### config.mk
export PLATFORM = sky130hd
export DESIGN_NAME = bf_bracket_scanner
export DESIGN_NICKNAME = d
export VERILOG_FILES = /design/src/rtl/bf_pkg.sv /design/src/rtl/bf_bracket_scanner.sv
export SDC_FILE = /design/constraint.sdc
export NUM_CORES = 1
export LEC_CHECK = 0
export ABC_AREA = 1
export BUFFER_PORTS_ARGS = -buffer_cell sky130_fd_sc_hd__buf_2
export CAP_MARGIN = 20
export CELL_PAD_IN_SITES_DETAIL_PLACEMENT = 0
export CELL_PAD_IN_SITES_GLOBAL_PLACEMENT = 1
export CORE_MARGIN = 3
export CORE_UTILIZATION = 43
export CTS_BUF_LIST = sky130_fd_sc_hd__clkbuf_8 sky130_fd_sc_hd__clkbuf_16
export DETAILED_ROUTE_END_ITERATION = 10
export PLACE_DENSITY = 0.92
export SLEW_MARGIN = 20
export SYNTH_ARGS = -nofsm -noshare
export SYNTH_HDL_FRONTEND = slang
export SYNTH_SLANG_ARGS = --single-unit
### constraint.sdc
create_clock -name clk -period 2.6 [get_ports clk]
set_input_delay 0.13 -clock clk [delete_from_list [all_inputs] [get_ports clk]]
set_output_delay 0.13 -clock clk [all_outputs]
set_load 0.01 [all_outputs]
### src/rtl/bf_pkg.sv
// Shared bfX definitions: bracket codes, memory geometry, scan direction
// encoding and the bracket scanner state type.
package bf_pkg;

   localparam int          ADDR_W   = 16;
   localparam int          MEM_LAST = 511;
   localparam logic [7:0]  OPEN_CH  = 8'h5B;
   localparam logic [7:0]  CLOSE_CH = 8'h5D;

   localparam logic DIR_FWD = 1'b0;
   localparam logic DIR_BWD = 1'b1;

   typedef enum logic {
      ST_IDLE = 1'b0,
      ST_SCAN = 1'b1
   } scan_state_e;

endpackage

### src/rtl/bf_bracket_scanner.sv
// Finds the bracket matching the one at start_addr by streaming program
// memory one byte per cycle and tracking nesting depth.
module bf_bracket_scanner #(
   parameter int                ADDR_W   = bf_pkg::ADDR_W,
   parameter int                DATA_W   = 8,
   parameter int                DEPTH_W  = 8,
   parameter int                MEM_LAST = bf_pkg::MEM_LAST,
   parameter logic [DATA_W-1:0] OPEN_CH  = DATA_W'(bf_pkg::OPEN_CH),
   parameter logic [DATA_W-1:0] CLOSE_CH = DATA_W'(bf_pkg::CLOSE_CH)
) (
   input  logic              clk,
   input  logic              rst_n,
   input  logic              start,
   input  logic              dir,
   input  logic [ADDR_W-1:0] start_addr,
   output logic              busy,
   output logic              done,
   output logic              error,
   output logic [ADDR_W-1:0] match_addr,
   output logic              mem_active,
   output logic              mem_read,
   output logic [ADDR_W-1:0] mem_addr,
   output logic [DATA_W-1:0] mem_wdata,
   input  logic [DATA_W-1:0] mem_rdata
);
   import bf_pkg::*;

   localparam logic [ADDR_W-1:0]  LAST_A    = ADDR_W'(MEM_LAST);
   localparam logic [DEPTH_W-1:0] DEPTH_MAX = '1;

   scan_state_e         state, state_d;
   logic                dir_q, dir_d;
   logic [ADDR_W-1:0]   start_addr_q, start_addr_d;
   logic [DEPTH_W-1:0]  depth, depth_d;
   logic [ADDR_W-1:0]   mem_addr_q, mem_addr_d;
   logic                mem_active_q, mem_active_d;
   logic                vld_p1, vld_p1_d;
   logic [ADDR_W-1:0]   chk_addr_p1, chk_addr_p1_d;
   logic                busy_q, busy_d;
   logic                done_q, done_d;
   logic                error_q, error_d;
   logic [ADDR_W-1:0]   match_addr_q, match_addr_d;

   logic                finish, fin_err;
   logic [ADDR_W-1:0]   last_addr;
   logic [DATA_W-1:0]   same_ch, opp_ch;

   function automatic logic [ADDR_W-1:0] addr_step(input logic [ADDR_W-1:0] a,
                                                   input logic d);
      return (d == DIR_BWD) ? a - ADDR_W'(1) : a + ADDR_W'(1);
   endfunction

   function automatic logic depth_wraps(input logic [DEPTH_W-1:0] dp);
      return dp == DEPTH_MAX;
   endfunction

   always_comb begin
      state_d       = state;
      dir_d         = dir_q;
      start_addr_d  = start_addr_q;
      depth_d       = depth;
      mem_addr_d    = mem_addr_q;
      mem_active_d  = mem_active_q;
      vld_p1_d      = 1'b0;
      chk_addr_p1_d = chk_addr_p1;
      busy_d        = busy_q;
      done_d        = 1'b0;
      error_d       = error_q;
      match_addr_d  = match_addr_q;
      finish        = 1'b0;
      fin_err       = 1'b0;
      last_addr     = (dir_q == DIR_BWD) ? '0 : LAST_A;
      same_ch       = (dir_q == DIR_BWD) ? CLOSE_CH : OPEN_CH;
      opp_ch        = (dir_q == DIR_BWD) ? OPEN_CH : CLOSE_CH;

      unique case (state)
         ST_IDLE: begin
            if (start) begin
               dir_d        = dir;
               start_addr_d = start_addr;
               // A bracket sitting on the memory boundary cannot have a partner
               if ((dir == DIR_FWD && start_addr >= LAST_A) ||
                   (dir == DIR_BWD && start_addr == '0)) begin
                  done_d       = 1'b1;
                  error_d      = 1'b1;
                  match_addr_d = start_addr;
               end else begin
                  state_d      = ST_SCAN;
                  busy_d       = 1'b1;
                  depth_d      = DEPTH_W'(1);
                  mem_active_d = 1'b1;
                  mem_addr_d   = addr_step(start_addr, dir);
               end
            end
         end
         ST_SCAN: begin
            // p0: issue side
            vld_p1_d      = mem_active_q;
            chk_addr_p1_d = mem_addr_q;
            if (mem_active_q) begin
               if (mem_addr_q == last_addr) mem_active_d = 1'b0;
               else                         mem_addr_d   = addr_step(mem_addr_q, dir_q);
            end
            // p1: check side, byte returned for chk_addr_p1
            if (vld_p1) begin
               if (mem_rdata == same_ch) begin
                  if (depth_wraps(depth)) begin
                     finish  = 1'b1;
                     fin_err = 1'b1;
                  end else begin
                     depth_d = depth + DEPTH_W'(1);
                  end
               end else if (mem_rdata == opp_ch) begin
                  depth_d = depth - DEPTH_W'(1);
                  if (depth_d == '0) finish = 1'b1;
               end
               if (!finish && chk_addr_p1 == last_addr && depth_d != '0) begin
                  finish  = 1'b1;
                  fin_err = 1'b1;
               end
            end
            if (finish) begin
               state_d      = ST_IDLE;
               busy_d       = 1'b0;
               done_d       = 1'b1;
               error_d      = fin_err;
               match_addr_d = fin_err ? start_addr_q : chk_addr_p1;
               mem_active_d = 1'b0;
               mem_addr_d   = '0;
               vld_p1_d     = 1'b0;
               depth_d      = '0;
            end
         end
         default: state_d = ST_IDLE;
      endcase
   end

   always_ff @(posedge clk or negedge rst_n) begin
      if (!rst_n) begin
         state        <= ST_IDLE;
         dir_q        <= DIR_FWD;
         start_addr_q <= '0;
         depth        <= '0;
         mem_addr_q   <= '0;
         mem_active_q <= 1'b0;
         vld_p1       <= 1'b0;
         chk_addr_p1  <= '0;
         busy_q       <= 1'b0;
         done_q       <= 1'b0;
         error_q      <= 1'b0;
         match_addr_q <= '0;
      end else begin
         state        <= state_d;
         dir_q        <= dir_d;
         start_addr_q <= start_addr_d;
         depth        <= depth_d;
         mem_addr_q   <= mem_addr_d;
         mem_active_q <= mem_active_d;
         vld_p1       <= vld_p1_d;
         chk_addr_p1  <= chk_addr_p1_d;
         busy_q       <= busy_d;
         done_q       <= done_d;
         error_q      <= error_d;
         match_addr_q <= match_addr_d;
      end
   end

   assign busy       = busy_q;
   assign done       = done_q;
   assign error      = error_q;
   assign match_addr = match_addr_q;
   assign mem_active = mem_active_q;
   assign mem_read   = 1'b1;
   assign mem_addr   = mem_addr_q;
   assign mem_wdata  = '0;

endmodule

==> qor.yml, run 1 <==
outcome:
  status: "completed"
critical_path:
  end_kind: "register"
  ff2ff_setup_slack_ps: 170
  crit_slowest_cell: "dfrtp_2"
  worstPathArrival_ps: 2640
  critPathLaunchType: "register"
  worstReg2RegStart: "dir_q"
  r2r_cells: 12
  crit_chain: "buf_12, xnor2_1, nor4_1, nand4_1, nor2_1, nand2_2, nand2_4, nand2_4, nand2_2, nor2_1, nand2_1, o21ai_0"
  cpPeakStageDelay_ps: 460
  criticalPathCategory: "reg2reg"
  cp.required_ps: 2810
  r2r_end: "depth[4]"
  worstPathMaxFanout: 18
pwr:
  p_seq_frac: 0.258
  leakagePower_nw: 3.62
  power_switching_mw: 4.19
  p_sw_frac: 0.474
  ir_worst_vdd_mv: 0.622
  power.internal_mw: 4.64
  p_per_area_nw_per_um2: 1270
  pwr-share-comb: 0.594
  p_clk_frac: 0.147
  design_power_total_mw: 8.83
grt:
  grt_pass1_vias: 5401
  antenna_found_initial: 0
  gr-total-overflow: 0
  grt_pass1_wl_mm: 26.3
  grt_max_degree: 53
  grt_util_all_layers: 0.217
logic_synthesis:
  yosysMostFrequentCell: "nand2_1"
  synth_edf_count: 0
  synth_seq_cells: 79
  synth_top_area_cell: "dfrtp_1"
  ys_seq_area_frac: 0.332
  yosysTopAreaCellShare: 0.332
  netlist_top_cells_count: "237 x nand2_1, 87 x inv_1, 87 x nand3_1"
  synth.distinct_cells: 39
  ys_warn_count: 0
  synth_area_leaders: "dfrtp_1 33%, nand2_1 15%, nand3_1 7.3%"
  async_reset_ff_frac: 1.00
  syn_inst: 858
  synth_area_um2: 5950
  postSynthAreaPerCell_um2: 6.93
  synthFlopType: "dfrtp_1"
sta:
  tightest_slew_ps: 560
  setup_viol: 0
  layout_min_cycle_time_ps: 2430
  hold_viol: 0
  finalMaxSlewViolations: 0
  clock_skew_ps: 8.89
  rsz0062_at_grt: "true"
  slew_headroom: 0.627
  fmax_mhz: 412
  fin_crit_sh: 0.933
drt:
  ant_nets: 0
  first_iter_violations: 474
  vias_per_cell: 5.23
  firstDrtPassIters: 5
  drc: 0
  avgRoutedWirePerCell_um: 14.6
  num_vias: 5814
  routed_wl_mm: 16.2
die:
  start_util: 0.444
  num_io_pins: 73
  fp.dieArea_um2: 15300
  die_x_um: 124
  core_area_um2: 13400
  fp.dieH_um: 124
  rows: 42
hold_path:
  worstHoldPathCells: 3
  holdPathEnd: "start_addr_q[12]"
  min-delay-path-class: "in2reg"
  min_from: "start_addr[12]"
placed_design:
  dpl-instance-area_um2: 6490
  placed_cells: 1092
  io_buffers: 63
  dp_hpwl_mm: 12.1
  gp_congestion: 0.888
clock_network:
  cts_max_level: 3
  cts-root-buf: "clkbuf_16"
  clock-sinks: 79
  cts_tree: "built"
  insertion_delay_ps: 350
  clockBufferDepth: 2
  clk_pin_slew_ps: 60
  numCtsBuffers: 9
cells_and_area:
  fin_util: 0.519
  antennaDiodeCount: 0
  nNetsFinal: 991
  design_area_um2: 6960
  fill_cells: 1326
  layout.cells.non_filler: 1111
  area_growth_pct: 17.0
  drive_gt1_frac: 0.156
job:
  cap_violations: 0
==> power by group through the flow <==
stage / Combinational [mW] / Sequential [mW] / Clock, mW
detailed placement: 5.04 / 2.27 / 0
finish: 5.24 / 2.28 / 1.30
global placement: 4.99 / 2.27 / 0
floorplan: 3.61 / 2.32 / 0
global route: 5.98 / 2.35 / 1.36
CTS: 5.13 / 2.26 / 1.32
==> state kept, by name, indices dropped and copies added (netlist names) <==
register and cells:
chk_addr_p1 16, match_addr 16, mem_addr 16, start_addr_q 16, depth 8, busy 1
dir_q 1, done 1, error 1, mem_active 1, state 1, vld_p1 1
==> routing by layer <==
metal	wire length, um	vias to the layer above	global-route usage
met5	0	-	0
met4	264	0	0.0540
met3	675	25	0.0427
met2	7970	147	0.364
met1	7260	2700	0.287
li1	-	2942	-
==> cell usage in the layout, fill, tap and decap left out, types with 4 or more instances in the layout <==
cell,instances
o21ai_0,59
nand2_1,234
nor2_2,7
nor4_1,5
o22ai_1,6
ha_1,26
buf_2,62
clkbuf_16,9
nand3b_1,5
nor2_1,61
nand4_1,14
inv_1,89
dfrtp_1,76
a21oi_1,72
xnor2_1,8
nand2_4,7
nand3_1,87
conb_1,9
buf_4,21
nor3_1,7
nor2_4,4
nand2_2,8
buf_12,4
xor2_1,14
==> worst max-delay path by stage <==
stage	start	to	slack [ps]	cells past startpoint
5_1_grt	dir_q	mem_addr[15]	-8	15
3_3_place_gp	dir_q	mem_addr[1]	20	12
3_5_place_dp	dir_q	mem_addr[12]	-50	12
4_1_cts	dir_q	mem_addr[12]	6	12
2_1_floorplan	dir_q	error	210	18
6_report	dir_q	depth[4]	170	12
==> critical path: cells and delay by family (launching register included) <==
kind | cells | cell delay [ps]
AO/OA/AOI/OAI | 1 | 90
XOR/XNOR | 1 | 140
buffers and inverters | 1 | 180
flip-flops | 1 | 460
AND/OR/NAND/NOR | 9 | 1410
==> kinds of logic (layout without fill, tap and decap cells) <==
family,after synthesis,after routing,share of synthesized area
other,2,9,0.00126
buffers and inverters,125,194,0.0955
and+or+nand+nor,445,446,0.331
adders and majority gates,33,33,0.0720
AOI/OAI and AO/OA,151,151,0.133
DFF,79,79,0.332
xor gates and xnor gates,23,23,0.0339
==> through the flow <==
step                      setup slack (ps)  TNS (ps)  hold WS, ps
final                                  174         0         33.4
after global routing                 -7.54     -7.54         46.9
after CTS                             6.45         0         33.0
after detailed placement             -49.6      -497          155
after global placement                19.3         0          155
after floorplan                        212         0         -166
==> layout make-up <==
type | count | area, um^2 | area share
clock buffers | 11 | 253 | 0.0363
repair buffers | 89 | 569 | 0.0818
multi-input cells | 662 | 3540 | 0.509
well taps | 176 | 220 | 0.0317
flip-flops and latches | 79 | 1980 | 0.285
inverters | 89 | 342 | 0.0491
clock inverters | 5 | 50.0 | 0.00719
==> timing repair <==
action,in CTS,in global routing
pin swaps,1,5
buffers inserted,0,1
setup endpoints to repair,15,40
resized for setup,4,28
endpoints found under the hold margin,39,0
gates cloned,0,1
hold buffers,1,0
(Power assumes the default switching activity.)
==> run 2, diff against run 1 <==
Settings changed: CTS_BUF_LIST sky130_fd_sc_hd__clkbuf_8 sky130_fd_sc_hd__clkbuf_16 to unset, PLACE_DENSITY 0.92 to unset, PLACE_DENSITY_LB_ADDON set to 0.1.
==> run 2 against run 1 <==
  * Utilization fell by 0.38 points
  * Total power rose by 0.17%
  * Via count rose by 1.5%
  * Count of clock-buffer cells in the layout fell by 1
  * Critical path depth rose by 3
  * Sequential power barely moved
  * Register-to-register slack got worse by 30 ps
  * Clock power fell by 3%
==> qor.yml, run 2 (synthesized netlist as in run 1, its figures left out) <==
drt:
  routed_wl_mm: 17.0  # +4.9%
  first_iter_violations: 288  # -39%
  firstDrtPassIters: 5  # unchanged
  num_vias: 5899  # +1.5%
  vias_per_cell: 5.32  # +1.7%
  ant_nets: 0  # unchanged
  drc: 0  # unchanged
  avgRoutedWirePerCell_um: 15.3  # +5.1%
die:
  start_util: 0.444  # unchanged
  num_io_pins: 73  # unchanged
  die_x_um: 124  # unchanged
  rows: 42  # unchanged
  fp.dieH_um: 124  # unchanged
  core_area_um2: 13400  # unchanged
  fp.dieArea_um2: 15300  # unchanged
pwr:
  p_per_area_nw_per_um2: 1280  # +0.92%
  leakagePower_nw: 3.59  # -0.75%
  ir_worst_vdd_mv: 0.618  # -0.67%
job:
  cap_violations: 0  # unchanged
sta:
  tightest_slew_ps: 575  # +15.6 ps
  clock_skew_ps: 5.37  # -3.51 ps
  hold_viol: 0  # unchanged
  setup_tns_ps: 0  # unchanged
  slew_headroom: 0.617  # -0.0104
  fin_crit_sh: 0.943  # +0.00981
  finalMaxSlewViolations: 0  # unchanged
  layout_min_cycle_time_ps: 2450  # +25.5 ps
  fmax_mhz: 408  # -1.0%
  layout_setup_ws_ps: 149  # -25.5 ps
  setup_viol: 0  # unchanged
hold_path:
  min-delay-path-class: "in2reg"
  worstHoldPathCells: 3  # unchanged
placed_design:
  io_buffers: 63  # unchanged
  place_ws_ps: -186  # -137 ps
  gp_congestion: 0.863  # -2.8%
  dp_hpwl_mm: 12.9  # +6.2%
grt:
  antenna_found_initial: 0  # unchanged
  grt_pass1_vias: 5419  # +0.33%
  gr-total-overflow: 0  # unchanged
  grt_max_degree: 63  # +19%
  grt_pass1_wl_mm: 27.2  # +3.4%
  grt_util_all_layers: 0.226  # +0.00922
cells_and_area:
  final_cell_mix: "235 x nand2_1, 86 x inv_1, 86 x nand3_1, 76 x dfrtp_1, 72 x a21oi_1"
  drive_gt1_frac: 0.151  # -0.00486
  antennaDiodeCount: 0  # unchanged
  final_common_cell: "nand2_1"
  nNetsFinal: 988  # -0.30%
  area_growth_pct: 16.1
  fill_cells: 1388  # +4.7%
clock_network:
  clk_pin_slew_ps: 60  # about the same
  numCtsBuffers: 9  # unchanged
  clock-sinks: 79  # unchanged
  cts_max_level: 3  # unchanged
  cts_tree: "built"
  clockBufferDepth: 2  # unchanged
  cts-root-buf: "clkbuf_16"
  insertion_delay_ps: 340  # about the same
critical_path:
  worstPathArrival_ps: 2720  # +80 ps
  crit_slowest_cell: "dfrtp_1"
  crit_chain: "inv_2, ha_2, inv_1, o21ai_0, nand3_1, nor3_1, nand4_1, nand2_1, nor2_1, nand2_2, nand2_4, buf_12, nand3_1, nand3_1, a21oi_1"
  cpPeakStageDelay_ps: 400  # -60 ps
  end_kind: "register"
  critPathLaunchType: "register"
  crit_path_frequent_cell: "nand3_1"
  criticalPathCategory: "reg2reg"
  r2r_cells: 15  # +3
  cp.required_ps: 2870  # +60 ps
  worstPathMaxFanout: 17  # -1
outcome:
  status: "completed"
==> run 2: through the flow <==
stage | instance area [um^2] | std cells | utilization | total power, mW | hold WS (ps)
after floorplan | 5970 | 865 | - | 5.93 | -166
after global placement | 6500 | 1089 | 0.485 | 7.34 | 117
after detailed placement | 6500 | 1089 | 0.485 | 7.41 | 127
after CTS | 6820 | 1106 | 0.509 | 8.72 | 27.5
after global routing | 6910 | 1108 | 0.515 | 9.73 | 69.9
final | 6910 | 1108 | 0.515 | 8.84 | 39.1
==> run 2: final timing paths <==
check	startpoint	to	slack, ps
min reg2reg	busy	busy	480
max in group asynchronous	rst_n	match_addr[15]	1670
max reg2reg	depth[1]	match_addr[13]	150
min in group asynchronous	rst_n	depth[4]	310
min	start_addr[14]	start_addr_q[14]	40
max	depth[1]	match_addr[13]	150
==> run 2: timing repair <==
item / in CTS / in global routing
endpoints found under the hold margin: 33 / 0
buffers inserted: 0 / 2
setup endpoints to repair: 16 / 39
pin swaps: 1 / 4
hold buffers: 1 / 0
gates resized for setup: 5 / 19
gates cloned: 0 / 0
==> run 2: where the power goes <==
| part | internal [mW] | switching (mW) | total, mW | leakage [nW] |
|---|---|---|---|---|
| registers | 1.83 | 0.466 | 2.29 | 0.957 |
| logic | 2.02 | 3.27 | 5.29 | 2.49 |
| clock network | 0.740 | 0.518 | 1.26 | 0.142 |
==> run 2: metal layers <==
| metal | GRT usage | wire, um | up-vias |
|---|---|---|---|
| met5 | 0 | 0 | - |
| met4 | 0.0554 | 275 | 0 |
| met1 | 0.302 | 7720 | 2794 |
| met3 | 0.0372 | 672 | 23 |
| met2 | 0.382 | 8290 | 129 |
| li1 | - | - | 2953 |
==> run 2: layout make-up <==
class | instances | area, um^2 | area share
Multi-Input combinational cell | 661 | 3510 | 0.508
Tap cell | 176 | 220 | 0.0319
Timing Repair Buffer | 87 | 563 | 0.0815
Clock buffer | 10 | 229 | 0.0332
Inverter | 89 | 344 | 0.0498
Clock inverter | 6 | 61.3 | 0.00888
Sequential cell | 79 | 1980 | 0.287
==> run 2: critical path: cells and delay by family, from the launching register on <==
family	cells	cell delay (ps)
simple gates	9	1110
buf+inv	3	330
flops	1	400
fa+ha+maj	1	190
compound gates	2	340
==> run 3, diff against run 2 <==
Settings changed: ABC_AREA 1 to 0, CORE_UTILIZATION 43 to 45.
==> run 3 against run 2 <==
  * Highest routed layer unchanged
  * Utilization is 13 points higher
  * The flow now finishes with violations (setup timing)
  * Hold slack got worse by 10 ps
  * Non-clock buffer count rose by 122
  * Die area grew 1.9%
  * Via count is 13% higher
  * Register-to-register slack worse by 530 ps
  * Largest cell class unchanged
  * Sequential power down 4%
  * Critical path depth is 3 lower
  * Total power is 8.0% lower
  * Synthesized cell count decreased by 13%
  * Clock skew grew 7.9 ps
==> qor.yml, run 3 <==
drt:
  drc: 0  # unchanged
  avgRoutedWirePerCell_um: 20.0  # +30%
  first_iter_violations: 628  # +120%
  num_vias: 6666  # +13%
  vias_per_cell: 6.05  # +14%
  firstDrtPassIters: 6  # +1
  routed_wl_mm: 22.0  # +30%
  ant_nets: 0  # unchanged
critical_path:
  worstReg2RegStart: "depth[0]"
  criticalPathCategory: "reg2reg"
  r2r_end: "mem_addr[1]"
  end_kind: "register"
  r2r_cells: 12  # -3
  critPathLaunch: "depth[0]"
  cp.required_ps: 2830  # -40 ps
  ff2ff_setup_slack_ps: -380  # -530 ps
  worstPathMaxFanout: 7  # -10
  worstPathArrival_ps: 3210  # +490 ps
  critPathLaunchType: "register"
logic_synthesis:
  synth.distinct_cells: 85  # +120%
  synth_edf_count: 0  # unchanged
  ys_warn_count: 0  # unchanged
  ys_seq_area_frac: 0.312  # -0.0210
  yosysMostFrequentCell: "nand2_1"
  yosysTopAreaCellShare: 0.312  # -0.0210
  synth_seq_cells: 79  # unchanged
  netlist_top_cells_count: "99 x nand2_1, 79 x dfrtp_1, 48 x nand3_1"
  synthFlopType: "dfrtp_1"
  async_reset_ff_frac: 1.00  # unchanged
  postSynthAreaPerCell_um2: 8.51  # +23%
  syn_inst: 746  # -13%
  synth_area_um2: 6350  # +6.7%
  synth_top_area_cell: "dfrtp_1"
  synth_area_leaders: "dfrtp_1 31%, ha_1 6.1%, nand2_1 5.9%"
die:
  start_util: 0.470  # +0.0262
  core_area_um2: 13500  # +0.78%
  fp.dieH_um: 125  # +0.94%
  fp.dieArea_um2: 15600  # +1.9%
  num_io_pins: 73  # unchanged
  rows: 42  # unchanged
  die_x_um: 125  # +0.94%
sta:
  tightest_slew_ps: 905  # +330 ps
  worst_hold_slack_ps: 28.6  # -10.5 ps
  slew_headroom: 0.395  # -0.221
  setup_viol: 46  # +46
  hold_viol: 0  # unchanged
  clock_skew_ps: 13.3  # +7.93 ps
  layout_setup_ws_ps: -379  # -528 ps
  fin_crit_sh: 1.15  # +0.203
  layout_min_cycle_time_ps: 2980  # +528 ps
  finalMaxSlewViolations: 0  # unchanged
  rsz0062_at_grt: "true"
  fmax_mhz: 336  # -18%
grt:
  grt_pass1_vias: 6261  # +16%
  grt_max_degree: 70  # +11%
  grt_pass1_wl_mm: 33.7  # +24%
  antenna_found_initial: 0  # unchanged
  gr-total-overflow: 0  # unchanged
  grt_util_all_layers: 0.267  # +0.0414
hold_path:
  min-delay-path-class: "in2reg"
  holdPathEnd: "start_addr_q[13]"
  worstHoldPathCells: 3  # unchanged
  min_from: "start_addr[13]"
cells_and_area:
  final_common_cell: "buf_4"
  final_cell_mix: "118 x buf_4, 97 x nand2_1, 76 x dfrtp_1, 62 x buf_2, 45 x nand3_1"
  drive_gt1_frac: 0.361  # +0.210
  area_growth_pct: 38.1
  antennaDiodeCount: 0  # unchanged
  nNetsFinal: 981  # -0.71%
  fill_cells: 1132  # -18%
outcome:
  violations: "setup timing"
  status: "finished, violations left"
pwr:
  p_per_area_nw_per_um2: 929  # -27%
  ir_worst_vdd_mv: 0.632  # +2.2%
  design_power_total_mw: 8.14  # -8.0%
  leakagePower_nw: 3.82  # +6.3%
job:
  cap_violations: 0  # unchanged
placed_design:
  io_buffers: 63  # unchanged
  dp_hpwl_mm: 15.7  # +22%
  place_ws_ps: -515  # -329 ps
  gp_congestion: 0.903  # +4.6%
clock_network:
  cts-root-buf: "clkbuf_16"
  cts_max_level: 3  # unchanged
  clk_pin_slew_ps: 70  # about the same
  cts_tree: "built"
  clockBufferDepth: 2  # unchanged
  numCtsBuffers: 9  # unchanged
  clock-sinks: 79  # unchanged
  insertion_delay_ps: 340  # about the same
==> run 3: worst max path at each step <==
stage / slack [ps] / end / depth (start not counted)
final: -380 / mem_addr[1] / 12
after global routing: -500 / mem_addr[1] / 13
after CTS: -330 / match_addr[8] / 13
after detailed placement: -520 / match_addr[12] / 11
after global placement: -390 / match_addr[3] / 12
after floorplan: -490 / match_addr[10] / 13
==> run 3: routing by layer <==
metal | GRT usage | vias up | part of all wire
li1 | - | 3114 | -
met4 | 0.0716 | 0 | 0.019
met2 | 0.454 | 220 | 0.50
met1 | 0.360 | 3302 | 0.43
met5 | 0 | - | 0
met3 | 0.0334 | 30 | 0.047
==> run 3: repair_timing <==
item	CTS	global route
hold buffers	1	0
setup endpoints to repair	46	46
gates cloned	2	3
gates resized for setup	61	42
hold endpoints to repair	35	0
pin swaps	25	17
buffers inserted	13	7
==> run 3: layout make-up <==
cell class / count / area (um^2) / share of cell area
Multi-Input combinational cell: 595 / 4530 / 0.518
Sequential cell: 79 / 1980 / 0.226
Timing Repair Buffer: 209 / 1610 / 0.183
Clock buffer: 10 / 239 / 0.0273
Tap cell: 176 / 220 / 0.0251
Inverter: 25 / 101 / 0.0116
Clock inverter: 6 / 72.6 / 0.00828
Timing Repair inverter: 1 / 6.26 / 0.000714
==> run 3: worst max-delay path: stages (launching register included) <==
cell	delay [ps]
dfrtp_2	440
inv_4	60
ha_4	110
or3b_4	400
o31a_1	290
o311ai_2	230
a211o_2	230
o2111ai_4	170
o31a_4	410
buf_6	150
buf_8	130
nor3_2	180
a21oi_2	50
==> run 3: where the power goes <==
part           switching, mW  internal [mW]  total, mW
Sequential             0.510           1.68       2.19
Combinational           2.33           2.27       4.60
Clock                  0.558          0.786       1.34
Total                   3.40           4.74       8.14
==> run 3: cell families (layout without fill, tap and decap cells) <==
| logic type | after synthesis | in the layout | share of synthesized area |
|---|---|---|---|
| AND/OR/NAND/NOR | 309 | 310 | 0.248 |
| AO/OA/AOI/OAI | 191 | 191 | 0.232 |
| buffers and inverters | 80 | 251 | 0.0611 |
| flip-flops | 79 | 79 | 0.312 |
| adder cells (fa/ha/maj) | 33 | 33 | 0.0674 |
| XOR/XNOR | 32 | 32 | 0.0442 |
| multiplexers | 20 | 20 | 0.0345 |
| other | 2 | 9 | 0.00118 |
==> run 3: through the flow <==
stage | util | std cells | TNS, ps | area, um^2
after CTS | 0.622 | 1091 | -11510 | 8400
after global routing | 0.649 | 1101 | -20030 | 8760
after global placement | 0.567 | 1060 | -14490 | 7650
after floorplan | - | 753 | -16440 | 6470
after detailed placement | 0.567 | 1060 | -19570 | 7650
final | 0.649 | 1101 | -14280 | 8760
